==> src/rtl/ifetch_pq_pkg.sv <==
// Shared defaults and in-flight entry layout for the prefetching fetch unit.
// Each in-flight entry is packed as {valid, addr}.
package ifetch_pq_pkg;

   localparam int          ADDR_DEF     = 16;
   localparam int          WORD_DEF     = 32;
   localparam int          DEPTH_DEF    = 4;
   localparam int          MEM_LAT_DEF  = 1;
   localparam int unsigned RESET_PC_DEF = 0;

   localparam int FL_ADDR_LSB = 0;

   function automatic int fl_valid_bit(input int addr_w);
      return FL_ADDR_LSB + addr_w;
   endfunction

   function automatic int fl_width(input int addr_w);
      return addr_w + 1;
   endfunction

   function automatic int ptr_width(input int depth);
      return (depth > 1) ? $clog2(depth) : 1;
   endfunction

endpackage

==> src/rtl/ifetch_pq_if.sv <==
// Fetch-unit bus: the instruction-memory read port plus the decode handshake.
// The fetch unit takes the master side.
interface ifetch_pq_if #(
   parameter int ADDR = 16,
   parameter int WORD = 32
);

   logic            en_i;
   logic            stall_i;
   logic            branch_i;
   logic [ADDR-1:0] baddr_i;
   logic [ADDR-1:0] mem_addr_o;
   logic            mem_rd_o;
   logic [WORD-1:0] mem_q_i;
   logic            v_o;
   logic [WORD-1:0] inst_o;
   logic [ADDR-1:0] pc_o;

   modport master (
      input  en_i, stall_i, branch_i, baddr_i, mem_q_i,
      output mem_addr_o, mem_rd_o, v_o, inst_o, pc_o
   );

   modport slave (
      output en_i, stall_i, branch_i, baddr_i, mem_q_i,
      input  mem_addr_o, mem_rd_o, v_o, inst_o, pc_o
   );

endinterface

==> src/rtl/ifetch_pq_fifo.sv <==
// WIDTH x DEPTH synchronous FIFO with flush; the head is a registered entry,
// so a word written on one edge is visible on head_o the following cycle.
module ifetch_fifo
   import ifetch_pq_pkg::*;
#(
   parameter  int WIDTH = 48,
   parameter  int DEPTH = 4,
   localparam int CW    = $clog2(DEPTH + 1),
   localparam int PW    = ptr_width(DEPTH)
) (
   input  logic             clk,
   input  logic             rst,
   input  logic             push_i,
   input  logic             pop_i,
   input  logic             flush_i,
   input  logic [WIDTH-1:0] din_i,
   output logic [CW-1:0]    count_o,
   output logic [WIDTH-1:0] head_o
);

   logic [WIDTH-1:0] mem_q [DEPTH];
   logic [PW-1:0]    wr_ptr_q, wr_ptr_d;
   logic [PW-1:0]    rd_ptr_q, rd_ptr_d;
   logic [CW-1:0]    count_q, count_d;
   logic             do_push, do_pop;

   // Explicit wrap so non-power-of-two depths work too.
   function automatic logic [PW-1:0] ptr_inc(input logic [PW-1:0] p);
      return (p == PW'(DEPTH - 1)) ? '0 : p + PW'(1);
   endfunction

   // NOTE: every always_comb output gets a default first, so no path can infer a latch.
   always_comb begin
      wr_ptr_d = wr_ptr_q;
      rd_ptr_d = rd_ptr_q;
      count_d  = count_q;
      do_pop   = pop_i && (count_q != '0) && !flush_i;
      do_push  = push_i && !flush_i && ((count_q != CW'(DEPTH)) || do_pop);
      if (flush_i) begin
         wr_ptr_d = '0;
         rd_ptr_d = '0;
         count_d  = '0;
      end else begin
         if (do_push) wr_ptr_d = ptr_inc(wr_ptr_q);
         if (do_pop)  rd_ptr_d = ptr_inc(rd_ptr_q);
         case ({do_push, do_pop})
            2'b10:   count_d = count_q + CW'(1);
            2'b01:   count_d = count_q - CW'(1);
            default: count_d = count_q;
         endcase
      end
   end

   always_ff @(posedge clk or negedge rst) begin
      if (!rst) begin
         wr_ptr_q <= '0;
         rd_ptr_q <= '0;
         count_q  <= '0;
      end else begin
         wr_ptr_q <= wr_ptr_d;
         rd_ptr_q <= rd_ptr_d;
         count_q  <= count_d;
      end
   end

   // NOTE: storage is deliberately not reset; count_q alone decides which entries are live.
   always_ff @(posedge clk) begin
      if (do_push) mem_q[wr_ptr_q] <= din_i;
   end

   assign count_o = count_q;
   assign head_o  = mem_q[rd_ptr_q];

endmodule

==> src/rtl/ifetch_pq.sv <==
// Instruction fetch with a prefetch queue: issues sequential word reads, tracks
// them through a MEM_LAT-deep in-flight pipe, and queues returns for decode.
module ifetch_pq
   import ifetch_pq_pkg::*;
#(
   parameter int          ADDR     = ADDR_DEF,
   parameter int          WORD     = WORD_DEF,
   parameter int          DEPTH    = DEPTH_DEF,
   parameter int          MEM_LAT  = MEM_LAT_DEF,
   parameter int unsigned RESET_PC = RESET_PC_DEF
) (
   input logic         clk,
   input logic         rst,
   ifetch_pq_if.master bus
);

   localparam int FLW = fl_width(ADDR);
   localparam int VB  = fl_valid_bit(ADDR);
   localparam int CW  = $clog2(DEPTH + 1);
   localparam int IW  = $clog2(MEM_LAT + 1);

   logic [ADDR-1:0]      pc_q, pc_d;
   logic [FLW-1:0]       pipe_q [MEM_LAT];
   logic [FLW-1:0]       pipe_d [MEM_LAT];
   logic [FLW-1:0]       last;
   logic [IW-1:0]        inflight;
   logic [CW-1:0]        count;
   logic [ADDR+WORD-1:0] head;
   logic [ADDR-1:0]      addr_sel;
   logic                 issue, v, push, pop;

   always_comb begin
      inflight = '0;
      for (int i = 0; i < MEM_LAT; i++) inflight = inflight + IW'(pipe_q[i][VB]);
   end

   // Issue is throttled on queued plus outstanding reads, so the queue can never overflow.
   assign addr_sel = bus.branch_i ? bus.baddr_i : pc_q;
   assign issue    = bus.en_i && (bus.branch_i || ((int'(count) + int'(inflight)) < DEPTH));

   always_comb begin
      pc_d = issue ? addr_sel + ADDR'(1) : addr_sel;
   end

   // A redirect kills every read already in flight, including one returning now.
   always_comb begin
      pipe_d[0] = {issue, addr_sel};
      for (int i = 1; i < MEM_LAT; i++) begin
         pipe_d[i]     = pipe_q[i-1];
         pipe_d[i][VB] = pipe_q[i-1][VB] && !bus.branch_i;
      end
   end

   // NOTE: sequential state uses non-blocking assignments so every register samples pre-edge values.
   always_ff @(posedge clk or negedge rst) begin
      if (!rst) begin
         pc_q <= ADDR'(RESET_PC);
         for (int i = 0; i < MEM_LAT; i++) pipe_q[i] <= '0;
      end else begin
         pc_q   <= pc_d;
         pipe_q <= pipe_d;
      end
   end

   assign last = pipe_q[MEM_LAT-1];
   assign push = last[VB] && !bus.branch_i;
   assign v    = (count != '0);
   assign pop  = v && !bus.stall_i && !bus.branch_i;

   ifetch_fifo #(
      .WIDTH (ADDR + WORD),
      .DEPTH (DEPTH)
   ) u_fifo (
      .clk     (clk),
      .rst     (rst),
      .push_i  (push),
      .pop_i   (pop),
      .flush_i (bus.branch_i),
      .din_i   ({last[ADDR-1:0], bus.mem_q_i}),
      .count_o (count),
      .head_o  (head)
   );

   assign bus.mem_addr_o = addr_sel;
   assign bus.mem_rd_o   = issue;
   assign bus.v_o        = v;
   assign bus.inst_o     = v ? head[WORD-1:0] : '0;
   assign bus.pc_o       = v ? head[ADDR+WORD-1:WORD] : '0;

endmodule
==> src/flat_wrapper.sv <==
// flat-port wrapper written by rule: the top's interface ports become plain ports
module ifetch_pq_flat import ifetch_pq_pkg::*;
#(
   parameter int          ADDR     = ADDR_DEF,
   parameter int          WORD     = WORD_DEF,
   parameter int          DEPTH    = DEPTH_DEF,
   parameter int          MEM_LAT  = MEM_LAT_DEF,
   parameter int unsigned RESET_PC = RESET_PC_DEF
)
  (clk, rst, bus_en_i, bus_stall_i, bus_branch_i, bus_baddr_i, bus_mem_q_i, bus_mem_addr_o, bus_mem_rd_o, bus_v_o, bus_inst_o, bus_pc_o);
  ifetch_pq_if #(.ADDR(ADDR), .WORD(WORD)) bus_i ();
  input logic clk;
  input logic rst;
  input wire logic [$bits(bus_i.en_i)-1:0] bus_en_i;
  input wire logic [$bits(bus_i.stall_i)-1:0] bus_stall_i;
  input wire logic [$bits(bus_i.branch_i)-1:0] bus_branch_i;
  input wire logic [$bits(bus_i.baddr_i)-1:0] bus_baddr_i;
  input wire logic [$bits(bus_i.mem_q_i)-1:0] bus_mem_q_i;
  output wire logic [$bits(bus_i.mem_addr_o)-1:0] bus_mem_addr_o;
  output wire logic [$bits(bus_i.mem_rd_o)-1:0] bus_mem_rd_o;
  output wire logic [$bits(bus_i.v_o)-1:0] bus_v_o;
  output wire logic [$bits(bus_i.inst_o)-1:0] bus_inst_o;
  output wire logic [$bits(bus_i.pc_o)-1:0] bus_pc_o;
  assign bus_i.en_i = bus_en_i;
  assign bus_i.stall_i = bus_stall_i;
  assign bus_i.branch_i = bus_branch_i;
  assign bus_i.baddr_i = bus_baddr_i;
  assign bus_i.mem_q_i = bus_mem_q_i;
  assign bus_mem_addr_o = bus_i.mem_addr_o;
  assign bus_mem_rd_o = bus_i.mem_rd_o;
  assign bus_v_o = bus_i.v_o;
  assign bus_inst_o = bus_i.inst_o;
  assign bus_pc_o = bus_i.pc_o;
  ifetch_pq #(.ADDR(ADDR), .WORD(WORD), .DEPTH(DEPTH), .MEM_LAT(MEM_LAT), .RESET_PC(RESET_PC)) u_core (.clk(clk), .rst(rst), .bus(bus_i));
endmodule
==> config.mk <==
export PLATFORM = sky130hd
export DESIGN_NAME = ifetch_pq_flat
export DESIGN_NICKNAME = d
export VERILOG_FILES = /design/src/rtl/ifetch_pq_pkg.sv /design/src/rtl/ifetch_pq_if.sv /design/src/rtl/ifetch_pq_fifo.sv /design/src/rtl/ifetch_pq.sv /design/src/flat_wrapper.sv
export SDC_FILE = /design/constraint.sdc
export NUM_CORES = 1
export LEC_CHECK = 0
export BUFFER_PORTS_ARGS = -buffer_cell sky130_fd_sc_hd__buf_2
export CAP_MARGIN = 30
export CORE_MARGIN = 5
export CORE_UTILIZATION = 50
export CTS_CLUSTER_DIAMETER = 30
export CTS_CLUSTER_SIZE = 8
export DETAILED_ROUTE_END_ITERATION = 8
export PLACE_DENSITY = 0.7
export SYNTH_ARGS = -nofsm -noshare
export SYNTH_HDL_FRONTEND = slang
export SYNTH_SLANG_ARGS = --single-unit
==> constraint.sdc <==
create_clock -name clk -period 3.2 [get_ports clk]
set_input_delay 0.48 -clock clk [delete_from_list [all_inputs] [get_ports clk]]
set_output_delay 0.48 -clock clk [all_outputs]
set_load 0.03 [all_outputs]
Word-level counts from Yosys, hierarchy flattened. Memory sizes are Yosys's and may differ from the RTL's. Index checks and enable logic that the tools add are counted.

$add $sub $neg: 6. $lt $le $gt $ge: 1. Equality and inequality tests: 5. Multiplexer cells: 14. Reductions and logical operators: 16.

Operators with widths (count): $mux W16 (3); $lt A32 B4 Y1 const B (1); $mux W32 (1); $add A16 B1 Y16 const B (1); $mux W2 (6); $logic_and A1 B1 Y1 (8); $eq A2 B2 Y1 const B (3); $pmux W3 S2 (1); $reduce_bool A3 Y1 (2); $add A2 B1 Y2 const B (2); $add A3 B1 Y4 (1); $reduce_bool A2 Y1 (2); $add A3 B1 Y3 const B (1); $mux W3 (1); $ne A3 B3 Y1 const B (1); $sub A3 B1 Y3 const B (1); $eq A2 B1 Y1 const B (1); $logic_not A1 Y1 (2); $logic_or A1 B1 Y1 (2); $mux W1 (2).

Bits in registers: 40. Bits in writable memories: 192. Input bits: 53. Output and inout port bits: 66. Word-level logic and storage cells: 48. Memories kept: 1.

Memories: u_core.u_fifo.mem_q (depth 4, bits a word 48, read ports 1, clocked after memory_dff 0, wr ports 1, RTL line ifetch_pq_fifo.sv:21) `logic [WIDTH-1:0] mem_q [DEPTH];`.

Longest topological paths before layout. Gate-level depths: netlist (run 1).

Word-level depth: 10. Gate-level depth with buffers: 9. Depth with buffers taken out: 7.

Cells and area by module. A second synthesis (run 1) with hierarchy kept.

Cells, all modules: 478. Area total of the unflattened synthesis: 9258.9 um2.

Modules (own cells, without submodules): ifetch_fifo (times used 1, cells an instance 298, area each 7393.3 um2, sequential area each 5940.7 um2); ifetch_pq (times used 1, cells an instance 180, area each 1865.5 um2, sequential area each 825.8 um2).

Worst setup path before layout (run 1). Ideal clock, no wire load.

Kind: in2reg. Start: in bus_branch_i. End: mem u_core.u_fifo.mem_q[3][0], enable pin. Library setup time: 410 ps. Arrival time: 2533 ps. Required time: 2790 ps. Slack: 257 ps. Cell stages on the path: 5. Buffers on the path: 3. Cells stage by stage: buf_6 > buf_2 > buf_2 > a311oi_2 > and2_1.

Longest elaborated chain between the ends: 8. Elaborated cells between the ends (all ways): 10. Those cells by class: mux: 2; reduce/logical: 8.

RTL lines: start, declared (RTL line flat_wrapper.sv:16) `input wire logic [$bits(bus_i.branch_i)-1:0] bus_branch_i;`; $logic_not A1 Y1 (*); $logic_and A1 B1 Y1 (RTL line ifetch_pq.sv:68) `assign pop = v && !bus.stall_i && !bus.branch_i;`; $logic_and A1 B1 Y1 (2 in series) (RTL line ifetch_pq_fifo.sv:37) `do_pop = pop_i && (count_q != '0) && !flush_i;`; $logic_or A1 B1 Y1 (RTL line ifetch_pq_fifo.sv:38) `do_push = push_i && !flush_i && ((count_q != CW'(DEPTH)) || do_pop);`; $logic_and A1 B1 Y1 (*) (RTL line ifetch_pq_fifo.sv:38); $mux W1 (*) (RTL line ifetch_pq_fifo.sv:68) `if (do_push) mem_q[wr_ptr_q] <= din_i;`; $mux W1 (implied by the code) (*) (RTL line ifetch_pq_fifo.sv:68); end, declared (RTL line ifetch_pq_fifo.sv:21).

Mark *: on every way between the ends. The rest lies on a longest branch, timed or not.

Worst setup path after layout (run 1).
Start: reg u_core.u_fifo.rd_ptr_q[0]. End: out bus_inst_o[18].

Longest elaborated chain between the ends: 2.

RTL lines: start, declared (RTL line ifetch_pq_fifo.sv:23) `logic [PW-1:0] rd_ptr_q, rd_ptr_d;`; start signal, assigned (RTL line ifetch_pq_fifo.sv:61) `rd_ptr_q <= rd_ptr_d;`; $mem_v2 Z4 W48; $mux W32 (RTL line ifetch_pq.sv:87) `assign bus.inst_o = v ? head[WORD-1:0] : '0;`; end, declared (RTL line flat_wrapper.sv:22) `output wire logic [$bits(bus_i.inst_o)-1:0] bus_inst_o;`.

No other way between the ends.

==> results of run 1 <==
[per-stage QoR]
stage	worst slack, ps	utilization [%]	total power, mW	hold WS (ps)	instances
6_report	377	63.1	8.10	129	889
5_1_grt	222	63.1	8.43	182	889
4_1_cts	318	63.1	8.20	150	889
3_5_place_dp	618	56.5	4.38	481	823
3_3_place_gp	686	56.5	4.36	462	823
2_1_floorplan	257	-	4.10	184	489
[sequential cells by signal, summed over array words and instances (netlist names)]
signal / cells
u_core.last: 17
u_core.u_fifo.count_o: 3
u_core.u_fifo.mem_q: 192
u_core.u_fifo.rd_ptr_q: 2
u_core.pc_q: 16
u_core.u_fifo.wr_ptr_q: 2
[layout make-up]
| class | count | area (sq um) |
|---|---|---|
| inverter | 12 | 45.0 |
| tap | 229 | 287 |
| clock inverter | 15 | 143 |
| timing repair buffer | 128 | 753 |
| clock buffer | 51 | 1060 |
| fill | 1278 | 6670 |
| sequential | 232 | 6770 |
| multi-input combinational | 222 | 2360 |
[worst max path at each step]
stage	start	to	slack, ps
2_1_floorplan	bus_branch_i	u_core.u_fifo.mem_q[3][0]	260
3_5_place_dp	bus_branch_i	u_core.pc_q[10]	620
4_1_cts	u_core.u_fifo.rd_ptr_q[0]	bus_inst_o[18]	320
3_3_place_gp	bus_branch_i	u_core.pc_q[10]	690
5_1_grt	u_core.u_fifo.rd_ptr_q[0]	bus_pc_o[11]	220
6_report	u_core.u_fifo.rd_ptr_q[0]	bus_inst_o[18]	380
[worst max-delay path, cell delays in order (launching register included)]
cell     delay, ps
dfrtp_4        620
buf_4          340
mux4_2         550
nor2b_1        140
buf_2          210
[cell usage in the layout (no fill, tap or decap), types with 3 or more instances in the layout]
| cell type | count |
|---|---|
| mux2i_1 | 4 |
| nor2_1 | 12 |
| a21oi_1 | 4 |
| buf_4 | 3 |
| clkbuf_16 | 41 |
| inv_1 | 12 |
| xnor2_1 | 8 |
| nand3b_1 | 3 |
| nand3_1 | 10 |
| nand2b_1 | 3 |
| clkinv_1 | 6 |
| clkinv_2 | 6 |
| mux4_2 | 48 |
| nor4_1 | 5 |
| clkbuf_1 | 10 |
| ha_1 | 6 |
| nand2_1 | 11 |
| and2_2 | 4 |
| xor2_1 | 6 |
| bufinv_16 | 3 |
| nor2b_1 | 48 |
| edfxtp_1 | 192 |
| buf_2 | 118 |
| mux2_2 | 12 |
| dfrtp_1 | 38 |
| o21ai_0 | 5 |
| buf_12 | 7 |
[kinds of logic after synthesis]
group	Yosys count
AOI/OAI and AO/OA	24
xor gates and xnor gates	15
adders and majority gates	7
buffers and inverters	35
DFF	232
muxes	64
and+or+nand+nor	112
[report_power, final]
group | internal, mW | switching [mW] | total (mW)
Clock | 2.54 | 1.24 | 3.78
Sequential | 3.46 | 0.0816 | 3.54
Combinational | 0.289 | 0.484 | 0.773
[layer usage]
metal  vias to the layer above  share of wire (%)
li1                       2215                  -
met1                      2496                 43
met2                       169                 48
met3                        30                7.0
met4                         0                2.0
met5                         -                  0
==> metrics.txt, run 1 <==
status finished, final reports clean; Clock transition at path regs 50 ps; CTS tree yes; Synth Area in XOR/XNOR 1.50%; most common cell in the netlist edfxtp_1; DP Wirelength 10600 microns; R2R cell count 4; Hold Path Class input port to async pin; f_max 354 MHz; share of cells above drive strength 1 a little under two fifths; most area-consuming cells after synthesis edfxtp_1 62%, mux4_2 12%, dfrtp_1 11%, nor2b_1 3.2%, mux2_2 1.5%; peak supply drop between 0.0003 and 0.0004 V; CTS Buf Count 40; Setup Fix Bufs, Post-CTS 0; fraction of the mapped netlist area in adder cells around 1%; Seq/Total Area, Yosys 73.0%; clock latency on the worst-skew pair between 400 and 500 ps; Seq cells post-synth ~230; share of the synthesized area in the top cell type slightly above 60%; RSZ-0062 raised after global routing no; Routed WL per cell 20.1 microns; final setup TNS 0 ps; synth cell count leaders 192 x edfxtp_1, 48 x mux4_2, 48 x nor2b_1, 40 x dfrtp_1; Critical Path RT approximately 2700 ps; htree depth 2; Syn Nets 549; Vias 4910; Core ar. around 18000 sq um; Total GRT Usage roughly 17%; Routed WL between 15000 and 20000 microns; Worst Max-Slew Pin Slew just over 900 ps; Nets 696; Initial Utilization roughly half; min Tclk post-route 2820 ps; Routed Antenna Nets 0; endpoints failing hold 0; initial antenna violation count 0; slew margin rel. between 30% and 40%; final setup fails 0; Syn Inst Count roughly 500; largest family of logic cells by synthesized area multiplexers; Power Density 709 nW/um^2; CP Capture Type primary output; final worst-path cycle share about nine tenths; Die Area 21400 sq um; CTS Buffer Depth 3; multiplexer share of the synthesized area 13.5%; io pins between 100 and 150; row count around 50; synthesized area per cell roughly 19 sq um; max cap viols 0; Buffers on Ports around 120; R2R Setup Slk approximately 960 ps; synthesized cell area 9270 sq um; Die Height 146 microns; Setup crit start kind flop; cell taking the most area after synthesis edfxtp_1; met2 usage roughly 28%; design area 11400 sq um; Area Overhead vs Synth 23.2%; number of flops mapped to enable cells by yosys roughly 190; Crit Path Category flop to primary output; Ys Warns 0; worst-path maximum fanout 16; cts hold-fix bufs 0; DRC errors left 0; gr ovfl total 0; grt peak-use layer met2; Die Wd approximately 150 microns; Async SR Flop Fraction 17.2%; Vias/cell between 5 and 6; Data arrival, critical path between 2000 and 2500 ps; Placed Area a little over 10000 sq um; CTS resizes 0; number of global-route vias before repair around 5.4k; first-pass GRT wire length between 20000 and 30000 microns; Pleak 4.17 nW; antenna cells 0; Distinct cells, synth 45; Sinks on Clock Net 232; largest net degree at the start of global routing 53; r2r endpoint u_core.u_fifo.mem_q[2][14]; DR iter-0 viols 260; RR Startpoint u_core.u_fifo.count_o[0]; First-pass DRT Iterations 4; gpl congestion a little over 0.8; routing usage on met3 4.62%; post-synthesis simple-gate area fraction under 10%; root buf cell clkbuf_16; fin. max-slew vios 0; Compound-Gate Fraction of Synth Area under 10%; skew final 9.56 ps; Global Route met1 Usage 22.6%; Synth Flop Type edfxtp_1
Power figures use the tool's default switching activity.
==> run 2, diff against run 1 <==
Settings changed: BUFFER_PORTS_ARGS -buffer_cell sky130_fd_sc_hd__buf_2 to not set, DONT_BUFFER_PORTS set to 1, PLACE_DENSITY 0.7 to not set.
==> run 2 against run 1 <==
  * First-iteration DRC count shrank 29%
  * Die area is the same
  * Sequential share of layout area grew 1.3 points
  * Power rose by 8.3%
  * Worst hold slack worse by 90 ps
  * Critical path type unchanged
  * Clock power up 21%
  * Sequential power barely moved
  * Largest cell class unchanged
  * Fmax decreased by 2.2%
  * Routed wire length shrank 1.4%
  * Critical path depth is 1 lower
==> metrics.txt, run 2 (same netlist as run 1, synthesis figures left out) <==
status finished, final reports clean; Critical Path RT 2720 ps (about the same); first-pass GRT wire length 28200 microns (-2.9%); Routed WL 17600 microns (-1.4%); Flop pwr share 40.5% (-3.3 points); max reg flops 192 (unchanged); Int Pwr 6.84 mW (+8.6%); final worst-path cycle share 90.2% (+1.9 points); pre-CTS setup slack 786 ps (+168 ps); gpl congestion 0.764 (-5.9%); initial antenna violation count 0 (unchanged); f_max 347 MHz (-2.2%); Sinks on Clock Net 232 (unchanged); Clk pwr share 52.3% (+5.6 points); Die Area 21400 sq um (unchanged); htree depth 2 (unchanged); min Tclk post-route 2880 ps (+62.1 ps); share of cells above drive strength 1 28.0% (-10 points); Nets 589 (-15%); Vias/cell 5.61 (+1.5%); DRC errors left 0 (unchanged); Routed Antenna Nets 0 (unchanged); Clock transition at path regs 50 ps (about the same); final setup fails 0 (unchanged); Area Overhead vs Synth 20.5%; CTS Buf Count 45 (+13%); Initial Utilization 51.3% (unchanged); CP Capture Type primary output; CTS tree yes; PnR worst setup slack 315 ps (-62.1 ps); gr ovfl total 0 (unchanged); Crit Path Category flop to primary output; Data arrival, critical path 2400 ps (+60 ps); Vias 4447 (-9.4%); clock latency on the worst-skew pair 530 ps (+40 ps); Pleak 3.81 nW (-8.6%); final setup TNS 0 ps (unchanged); antenna cells 0 (unchanged); root buf cell clkbuf_16; Switch Pwr 1.93 mW (+7.1%); Core ar. 18100 sq um (unchanged); skew final 21.2 ps (+11.6 ps); row count 49 (unchanged); DP Wirelength 11000 microns (+3.9%); CTS resizes 0 (unchanged); CTS Buffer Depth 3 (unchanged); peak supply drop 0.000456 V (+36%); number of global-route vias before repair 4968 (-7.6%); Logic pwr share 7.2% (-2.4 points); fin. max-slew vios 0 (unchanged); First-pass DRT Iterations 4 (unchanged); Total GRT Usage 17.0% (-0.14 points); fill cell total of the finished layout 1267 (-0.86%); worst-path maximum fanout 27 (+11); Die Height 146 microns (unchanged); switching share of total power 22.0% (-0.25 points); slew margin rel. 50.8% (+12 points); Routed WL per cell 22.2 microns (+11%); most frequent cells in the layout 192 x edfxtp_1, 48 x mux4_2, 48 x nor2b_1; Setup crit start kind flop; Worst Max-Slew Pin Slew 737 ps (-182 ps); max cap viols 0 (unchanged); Setup Fix Bufs, Post-CTS 0 (unchanged); Buffers on Ports 0 (-100%); Power Density 785 nW/um^2 (+11%); io pins 119 (unchanged); endpoints failing hold 0 (unchanged); Die Wd 146 microns (unchanged); commonest non-fill, non-tap cell in the layout edfxtp_1; RSZ-0062 raised after global routing no; DR iter-0 viols 184 (-29%); cts hold-fix bufs 2 (+2); largest net degree at the start of global routing 53 (unchanged); Top reg by flops u_core.u_fifo.mem_q; Hold Path Class input port to flop
## run 2: path summary, 6_finish.rpt
check / startpoint / end / slack [ps] / depth (start not counted)
max in group asynchronous: rst / u_core.u_fifo.rd_ptr_q[0] / 2540 / 2
max reg2reg: u_core.u_fifo.count_o[0] / u_core.u_fifo.mem_q[0][11] / 880 / 4
min reg2reg: u_core.last[9] / u_core.u_fifo.mem_q[1][41] / 480 / 0
max: u_core.u_fifo.rd_ptr_q[0] / bus_inst_o[10] / 320 / 3
min: bus_branch_i / u_core.u_fifo.rd_ptr_q[0] / 40 / 1
min in group asynchronous: rst / u_core.pc_q[2] / 430 / 2
## run 2: per-stage QoR
| stage | std cells | power, mW | hold WS (ps) | area (sq um) | utilization (%) |
|---|---|---|---|---|---|
| finish | 793 | 8.77 | 38.8 | 11200 | 61.8 |
| floorplan | 489 | 4.10 | 184 | 9270 | - |
| global route | 793 | 9.11 | 1.72 | 11200 | 61.8 |
| global placement | 709 | 4.22 | 186 | 9630 | 53.2 |
| CTS | 793 | 8.88 | 3.40 | 11200 | 61.8 |
| detailed placement | 709 | 4.24 | 186 | 9630 | 53.2 |
## run 2: metal layers
metal  global-route usage [%]  wire length (microns)
met2                     28.1                   8840
met3                     7.38                   1470
met4                     4.75                    286
met1                     20.6                   7000
met5                        0                      0
## run 2: worst max-delay path, cell delays in order (launching register included)
cell and delay, ps:
dfrtp_4 780, buf_4 330, mux4_2 520, nor2b_1 250
## run 2: layout make-up
type                            instances  area (sq um)  area share, %
Clock buffer                           62          1270           11.4
Clock inverter                         20           241           2.16
Inverter                               12          45.0          0.403
Multi-Input combinational cell        222          2360           21.1
Sequential cell                       232          6770           60.6
Tap cell                              229           287           2.56
Timing Repair Buffer                   16           198           1.77
## run 2: power groups by stage
stage | sequential, mW | clock, mW | combinational (mW)
3_5_place_dp | 3.60 | 0 | 0.635
2_1_floorplan | 3.56 | 0 | 0.540
6_report | 3.55 | 4.58 | 0.635
3_3_place_gp | 3.60 | 0 | 0.627
4_1_cts | 3.55 | 4.67 | 0.652
5_1_grt | 3.57 | 4.86 | 0.686
==> run 3, diff against run 2 <==
Clock period 3.2 ns to 3.55 ns, I/O delays scaled along.
==> run 3 against run 2 <==
  * First-iteration DRC count unchanged
  * Worst hold slack better by 34 ps
  * Flip-flop and latch count unchanged
  * Power down 8.6%
  * Routed wire length up 0.49%
  * Core utilization up 0.069 points
  * Non-clock buffer count down 6
  * Clock-buffer cell count down 4
  * Setup slack better by 140 ps
  * Critical path type unchanged
  * Critical endpoint is now bus_inst_o[1]
  * Highest routed layer unchanged
==> metrics.txt, run 3 (same netlist as run 1, synthesis figures left out) <==
antenna cells 0 (unchanged); max cap viols 0 (unchanged); Vias/cell 5.64 (+0.58%); Routed Antenna Nets 0 (unchanged); Data arrival, critical path 2560 ps (+160 ps); worst-path maximum fanout 33 (+22%); Switch Pwr 1.78 mW (-7.7%); Critical Path RT 3020 ps (+300 ps); number of global-route vias before repair 5006 (+0.76%); root buf cell clkbuf_16; final setup TNS 0 ps (unchanged); fin. max-slew vios 0 (unchanged); gr ovfl total 0 (unchanged); slowest cell delay on critical path 850 ps (+70 ps); most frequent cells in the layout 192 x edfxtp_1, 48 x mux4_2, 48 x nor2b_1, 48 x clkbuf_16, 38 x dfrtp_1; CP bufs+invs 1 (unchanged); Hold Path Class input port to flop; Setup crit start kind flop; Flop pwr share 40.0% (-0.5 points); Total GRT Usage 16.9% (-0.078 points); Logic pwr share 7.1% (about the same); status finished, final reports clean; commonest non-fill, non-tap cell in the layout edfxtp_1; number of cells after detailed placement 703 (-0.85%); share of cells above drive strength 1 27.5% (-0.48 points); Crit Path Category flop to primary output; Sinks on Clock Net 232 (unchanged); Routed WL 17700 microns (+0.49%); Top Family by Delay on Critical Path flip-flops; switching share of total power 22.2% (+0.22 points); DP Wirelength 10500 microns (-4.6%); Worst path slowest cell dfrtp_4; CTS resizes 0 (unchanged); Die Height 146 microns (unchanged); Power Density 716 nW/um^2 (-8.7%); row count 49 (unchanged); slew margin rel. 54.1% (+3.4 points); CP cell instances buf_4, mux4_2, nor2b_1; CTS tree yes; DRC errors left 0 (unchanged); min Tclk post-route 3090 ps; First-pass DRT Iterations 6 (+2); Pleak 3.80 nW (-0.32%); initial antenna violation count 0 (unchanged); Clk pwr share 52.9% (+0.6 points); Worst Max-Slew Pin Slew 686 ps (-50.2 ps); Routed WL per cell 22.3 microns (+0.62%); Area Overhead vs Synth 20.6%; CTS Buffer Depth 3 (unchanged); Die Area 21400 sq um (unchanged); final worst-path cycle share around 87%; endpoints failing hold 0 (unchanged); R2R Setup Slk 1140 ps (+260 ps); Clock transition at path regs 40 ps (about the same); Nets 585 (-0.68%); f_max ~320 MHz; io pins 119 (unchanged); Final Core Density 61.8% (+0.069 points); post-route insts no fill 792 (-0.13%); final setup fails 0 (unchanged); Initial Utilization 51.3% (unchanged); Die Wd 146 microns (unchanged); largest net degree at the start of global routing 52 (-1.9%); skew final 20.2 ps (-0.982 ps); RSZ-0062 raised after global routing no; Buffers on Ports 0 (unchanged); Top reg by flops u_core.u_fifo.mem_q; clock latency on the worst-skew pair 520 ps (about the same); gpl congestion 0.776 (+1.7%); Int Pwr 6.23 mW (-8.9%); Vias 4467 (+0.45%); CP Capture Type primary output; DR iter-0 viols 184 (unchanged); Core ar. 18100 sq um (unchanged); htree depth 2 (unchanged); CTS Buf Count 47 (+4.4%); first-pass GRT wire length 28200 microns (+0.12%); peak supply drop 0.000422 V (-7.5%); max reg flops 192 (unchanged)
==> run 3: cell count changes in the layout (fill, tap and decap cells not counted) <==
cell / before / now
clkinv_1: 2 / 6
clkbuf_16: 47 / 48
bufinv_16: 5 / 6
buf_4: 9 / 3
clkbuf_8: 4 / 1
clkbuf_1: 11 / 9
clkinv_2: 7 / 8
clkinvlp_4: 3 / 5
clkinv_8: 0 / 1
==> run 3: power by group through the flow <==
stage / Combinational (mW) / Clock [mW] / Sequential, mW
2_1_floorplan: 0.487 / 0 / 3.21
6_report: 0.566 / 4.24 / 3.20
3_3_place_gp: 0.558 / 0 / 3.24
4_1_cts: 0.581 / 4.32 / 3.21
5_1_grt: 0.612 / 4.48 / 3.22
3_5_place_dp: 0.564 / 0 / 3.25
==> run 3: worst reg2reg max path, cell delays in order, from the launching register on <==
cell	delay, ps
dfrtp_1	450
nor2_1	160
a311oi_2	580
and2_2	560
buf_12	310
==> run 3: what timing repair did <==
item	CTS	global route
setup endpoints to repair	0	0
hold buffers	2	0
setup buffers	0	0
hold endpoints to repair	40	0
==> run 3: per-layer routing <==
layer / global-route usage (%) / vias up / routed length [microns]
met4: 5.32 / 0 / 343
met5: 0.682 / - / 0
met3: 6.51 / 35 / 1350
li1: - / 1998 / -
met1: 20.4 / 2309 / 6990
met2: 28.3 / 125 / 9010
==> run 3: final timing paths <==
kind                                              endpoint                 startpoint  cells after the start
min in group asynchronous                   u_core.last[6]                        rst                      2
worst max-delay path                         bus_inst_o[1]  u_core.u_fifo.rd_ptr_q[0]                      3
max in group asynchronous        u_core.u_fifo.rd_ptr_q[0]                        rst                      2
worst min-delay path              u_core.u_fifo.count_o[1]               bus_branch_i                      1
worst max register to register  u_core.u_fifo.mem_q[3][20]   u_core.u_fifo.count_o[0]                      4
worst min register to register  u_core.u_fifo.mem_q[0][44]            u_core.last[12]                      0
==> run 3: final cells by class <==
cell class	instances	area [sq um]
Multi-Input combinational cell	222	2360
Sequential cell	232	6770
Inverter	12	45.0
Clock inverter	29	323
Tap cell	229	287
Fill cell	1292	6900
Timing Repair Buffer	10	153
Clock buffer	58	1250
==> run 3: metrics by stage <==
stage | setup WS [ps] | hold slack, ps | power (mW) | cell area (sq um)
finish | 455 | 73.0 | 8.01 | 11200
CTS | 362 | 50.5 | 8.11 | 11200
global route | 259 | 43.7 | 8.31 | 11200
global placement | 974 | 238 | 3.80 | 9580
floorplan | 554 | 237 | 3.70 | 9270
detailed placement | 936 | 238 | 3.82 | 9580
